==> src/rtl/rr_mux_arbiter_pkg.sv <==
// Shared definitions for the round-robin mux arbiter and its request picker.
package rr_mux_arbiter_pkg;

  typedef enum logic {
    ST_IDLE = 1'b0,
    ST_BUSY = 1'b1
  } state_t;

  localparam int NUM_REQ = 4;
  localparam int SEL_W   = 2;

endpackage

==> src/rtl/rr_mux_arbiter_pick4.sv <==
// Round-robin picker: first set request bit after i_last, searching upward modulo 4.
module rr_pick4
  import rr_mux_arbiter_pkg::*;
(
  input  logic [NUM_REQ-1:0] i_req,
  input  logic [SEL_W-1:0]   i_last,
  output logic               o_found,
  output logic [SEL_W-1:0]   o_winner
);

  logic [SEL_W-1:0] w_idx;

  // Walk from the farthest offset to the nearest so the nearest set bit wins.
  always_comb begin
    o_found  = |i_req;
    o_winner = '0;
    w_idx    = '0;
    for (int k = NUM_REQ; k >= 1; k--) begin
      w_idx = i_last + SEL_W'(k);
      if (i_req[w_idx]) o_winner = w_idx;
    end
  end

endmodule

==> src/rtl/rr_mux_arbiter.sv <==
// Round-robin arbiter sharing one 4:1 data mux among four requesters,
// with a valid/ready output and a fairness hold limit per grant.
module rr_mux_arbiter
  import rr_mux_arbiter_pkg::*;
#(
  parameter int WIDTH    = 32,
  parameter int MAX_HOLD = 8,
  parameter int HOLD_W   = 8
) (
  input  logic               clk,
  input  logic               rst_n,
  input  logic [3:0]         req,
  input  logic [WIDTH-1:0]   d0,
  input  logic [WIDTH-1:0]   d1,
  input  logic [WIDTH-1:0]   d2,
  input  logic [WIDTH-1:0]   d3,
  input  logic               out_ready,
  output logic               out_valid,
  output logic [WIDTH-1:0]   out_data,
  output logic [1:0]         sel,
  output logic [3:0]         gnt,
  output logic               busy
);

  state_t              r_state, w_nxt_state;
  logic [SEL_W-1:0]    r_sel, w_nxt_sel;
  logic [SEL_W-1:0]    r_last, w_nxt_last;
  logic [NUM_REQ-1:0]  r_gnt, w_nxt_gnt;
  logic [HOLD_W-1:0]   r_hold, w_nxt_hold;
  logic                w_found;
  logic [SEL_W-1:0]    w_win;
  logic                w_xfer;
  logic                w_at_limit;
  logic                w_others;
  logic                w_release;

  rr_pick4 u_pick (
    .i_req    (req),
    .i_last   (r_last),
    .o_found  (w_found),
    .o_winner (w_win)
  );

  assign busy      = (r_state == ST_BUSY);
  assign sel       = r_sel;
  assign gnt       = r_gnt;
  assign out_valid = busy && req[r_sel];

  always_comb begin
    case (r_sel)
      2'd0:    out_data = d0;
      2'd1:    out_data = d1;
      2'd2:    out_data = d2;
      default: out_data = d3;
    endcase
  end

  assign w_xfer     = out_valid && out_ready;
  assign w_at_limit = (r_hold == HOLD_W'(MAX_HOLD - 1));
  assign w_others   = |(req & ~r_gnt);
  // A dropped request releases even without a transfer; the hold limit only
  // releases when someone else is actually waiting.
  assign w_release  = !req[r_sel] || (w_xfer && w_at_limit && w_others);

  always_comb begin
    w_nxt_state = r_state;
    w_nxt_sel   = r_sel;
    w_nxt_last  = r_last;
    w_nxt_gnt   = r_gnt;
    w_nxt_hold  = r_hold;
    case (r_state)
      ST_IDLE: begin
        if (w_found) begin
          w_nxt_state = ST_BUSY;
          w_nxt_sel   = w_win;
          w_nxt_gnt   = NUM_REQ'(1) << w_win;
          w_nxt_hold  = '0;
        end
      end
      default: begin
        if (w_release) begin
          w_nxt_state = ST_IDLE;
          w_nxt_last  = r_sel;
          w_nxt_gnt   = '0;
          w_nxt_sel   = '0;
          w_nxt_hold  = '0;
        end else if (w_xfer) begin
          if (w_at_limit)          w_nxt_hold = '0;
          else if (r_hold != '1)   w_nxt_hold = r_hold + 1'b1;
        end
      end
    endcase
  end

  always_ff @(posedge clk or negedge rst_n) begin
    if (!rst_n) begin
      r_state <= ST_IDLE;
      r_sel   <= '0;
      r_last  <= 2'd3;
      r_gnt   <= '0;
      r_hold  <= '0;
    end else begin
      r_state <= w_nxt_state;
      r_sel   <= w_nxt_sel;
      r_last  <= w_nxt_last;
      r_gnt   <= w_nxt_gnt;
      r_hold  <= w_nxt_hold;
    end
  end

endmodule

==> config.mk <==
export PLATFORM = sky130hd
export DESIGN_NAME = rr_mux_arbiter
export DESIGN_NICKNAME = d
export VERILOG_FILES = /design/src/rtl/rr_mux_arbiter_pkg.sv /design/src/rtl/rr_mux_arbiter_pick4.sv /design/src/rtl/rr_mux_arbiter.sv
export SDC_FILE = /design/constraint.sdc
export NUM_CORES = 1
export LEC_CHECK = 0
export BUFFER_PORTS_ARGS = -buffer_cell sky130_fd_sc_hd__buf_2
export CORE_ASPECT_RATIO = 1.75
export CORE_MARGIN = 10
export CORE_UTILIZATION = 36
export DETAILED_ROUTE_END_ITERATION = 10
export PLACE_DENSITY = 0.86
export SLEW_MARGIN = 10
export SYNTH_ARGS = -nofsm -noshare
export SYNTH_HDL_FRONTEND = slang
export SYNTH_SLANG_ARGS = --single-unit
==> constraint.sdc <==
create_clock -name clk -period 2.2 [get_ports clk]
set_clock_uncertainty 0.1 [all_clocks]
set_input_delay 0.11 -clock clk [delete_from_list [all_inputs] [get_ports clk]]
set_output_delay 0.11 -clock clk [all_outputs]
set_load 0.1 [all_outputs]
==> results.md <==
- Crit path required time: 1990 ps
- Die outline width: 72.6 um
- DR iter-0 viols: 197
- Max incr delay on CP: 570 ps
- CTS tree: done
- Sw power: 3.54 mW
- Core area: ~4700 um2
- FILL cells: 401
- Number of flops mapped to enable cells by yosys: 0
- Max Clk Rate: 0.479 GHz
- Int Pwr: 1.56 mW
- Area leader, netlist: mux4_2
- Number of antenna violations at the first check in global routing: 3
- Wire length on met3: 1.28 mm
- Sequential share of the synthesized area: ~25%
- Final #Nets: about 460
- WL met2: 4.41 mm
- Wl on met1: 2.91 mm
- GP Congestion: 0.914
- Layout Area Growth over Synthesis: 58.6%
- Cells along the critical path: buf_12, mux4_2, buf_2
- Setup Buffers After CTS: 0
- Critical path launch point: sel[0]$_DFFE_PN0P_
- Worst-case vdd ir drop: 1.82 mV
- Initial Utilization: between 30% and 40%
- #FFs+latches synth: 17
- Place WS: 217 ps
- Fraction of registers with async set/reset: 100%
- Warnings, synthesis: 0
- Slew @ Worst Pin: 532 ps
- Status: finished, final reports clean
- Clock power share: under 10%
- Overall power: 5.11 mW
- Final Hold Viols: 0
- Worst setup margin: 113 ps
- Clock latency on the worst-skew pair: 260 ps
- Number of CTS-inserted buffers: 3
- Logic gate share of total power: 84.9%
- Ports: 175
- Share of post-route cells with drive strength above 1: a little under three quarters
- Port bufs: roughly 170
- Die H: about 110 um
- Sequential power share: roughly a tenth
- Max-slew violation count: 0
- Vias in the first global route: around 2200
- Most frequent cells after synthesis: mux4_2, dfrtp_1, o21ai_0, nand2_1, a21oi_1
- Delay-heaviest family, CP: buffers and inverters
- Most common cell in the netlist: mux4_2
- Max Cap Violations: 0
- Post-synthesis cell area: 1750 um2
- Post-detail-place hpwl: between 7 and 8 mm
- FF-to-FF Start: r_hold[4]$_DFFE_PN0P_
- Synth Area per Inst: 12.0 um2
- Hold Worst Slack: 89.6 ps
- Pin count of the biggest net entering global routing: 36
- Syn Inst Count: 146
- Setup violations, final: 0
- Buf/Inv on CP: 2
- Drt drc: 0
- Overall Global Routing Usage: 19.9%
- Tmin final: 2090 ps
- Worst-path fanout max: 35
- Worst min-delay path category: input pin to flop
- Post-DR wirelength/cell: 23.4 um
- Top Metal Used: met5
- Post-synth net total: 282
- Leakage: 1.37 nW
- TNS Setup: 0 ps
- Vias: 2143
- CP Launch Type: flop
- Clock Sinks: 17
- First-pass GRT wire length: ~13 mm
- Detailed Routing Iterations Pass 1: 4
- Synth top area share: 41.3%
- Slew headroom: 64.8%
- Tcrit/Tclk final: 94.8%
- H-tree level count: 1
- Max clock buf depth: 2
- Switching Fraction: 69.4%
- Netlist cell types: 39
- Kind of critical path: flop to output pin
- Row count: 33
- CP arrival: 1880 ps
- Detail Route Antenna Nets: 0
- CP max stage cell: mux4_2
- Clock-pin slew on the worst setup and hold paths: 70 ps
- RSZ-0062 raised after global routing: no
- Full die area: 8140 um2
- Top_reg_cell synth: dfrtp_1
- Setup crit end kind: output pin
- Top cells by area, synth: mux4_2, dfrtp_1, o21ai_0, dfstp_2, nand2_1
- Root Buffer: clkbuf_8
- Via density: 5.71
- Hold Crit Start: out_ready
- Global route overflow: 0
- WL final: 8.79 mm
- PwrDens: 1840 nW/um2
## registers in the layout, summed over array words and instances (netlist names)
signal	flops
busy	1
gnt	4
r_hold	8
r_last	2
sel	2
## layer usage
| layer | track usage, % | vias to the layer above |
|---|---|---|
| li1 | - | 961 |
| met1 | 20.1 | 1009 |
| met2 | 34.2 | 148 |
| met5 | 0 | - |
| met4 | 5.34 | 2 |
| met3 | 10.8 | 23 |
## tightest hold or removal path, stage by stage
cell,delay (ps)
buf_2,140
nand4_1,80
o21ai_0,70
## power by group through the flow
stage | registers [mW] | clock network, mW | logic [mW]
after floorplan | 0.901 | 0 | 3.25
after global placement | 0.528 | 0 | 4.31
after detailed placement | 0.533 | 0 | 4.34
after CTS | 0.527 | 0.239 | 4.36
after global routing | 0.541 | 0.252 | 4.51
final | 0.528 | 0.241 | 4.34
## area by class of cell
| cell class | count | area (um2) | area share (%) |
|---|---|---|---|
| Antenna cell | 2 | 5.00 | 0.181 |
| Inverter | 5 | 18.8 | 0.678 |
| Multi-Input combinational cell | 115 | 1250 | 45.3 |
| Tap cell | 52 | 65.1 | 2.35 |
| Timing Repair Buffer | 180 | 946 | 34.2 |
| Sequential cell | 17 | 434 | 15.7 |
| Clock buffer | 4 | 45.0 | 1.63 |
## cell usage in the layout, fill, tap and decap left out, types with 3 or more instances in the layout
cell type	Yosys	layout
dfrtp_1	15	12
o21ai_0	13	13
mux2_2	3	3
nand2b_1	4	4
nor2_1	5	5
nand3_1	4	4
buf_4	3	4
buf_2	4	173
mux2i_1	3	3
nand2_1	11	11
a21oi_1	7	7
inv_1	5	5
mux4_2	32	32
a22o_1	3	3
nand4_1	3	3
clkbuf_8	0	3
## path summary, 6_finish.rpt
check	to	cells after the start	slack [ps]
min in group asynchronous	r_hold[7]$_DFFE_PN0P_	2	210
hold / removal	r_hold[6]$_DFFE_PN0P_	3	90
setup reg to reg	gnt[3]$_DFFE_PN0P_	5	130
setup / recovery	out_data[10]	3	110
hold reg to reg	r_hold[0]$_DFFE_PN0P_	1	430
max in group asynchronous	r_last[0]$_DFFE_PN1P_	2	1480
## through the flow
stage | util (%) | std cells | area [um2]
floorplan | - | 146 | 1750
global placement | 57.4 | 368 | 2700
detailed placement | 57.4 | 368 | 2700
CTS | 58.6 | 373 | 2760
global route | 58.8 | 374 | 2770
finish | 58.8 | 375 | 2770
## kinds of logic (layout without fill, tap and decap cells)
kind of cell	after synthesis	after routing	share of synthesized area (%)
buffers and inverters	14	189	3.94
muxes	38	38	44.9
adders and majority gates	1	1	0.717
DFF	17	17	24.5
and+or+nand+nor	40	40	12.5
other	0	2	0
AOI/OAI and AO/OA	36	36	13.4
## what timing repair did
item	in CTS	in global routing
hold endpoints to repair	17	0
endpoints found under the setup margin	0	1
resized for setup	0	1
hold buffers	1	0
No activity file was read; power rests on OpenSTA's default activity.
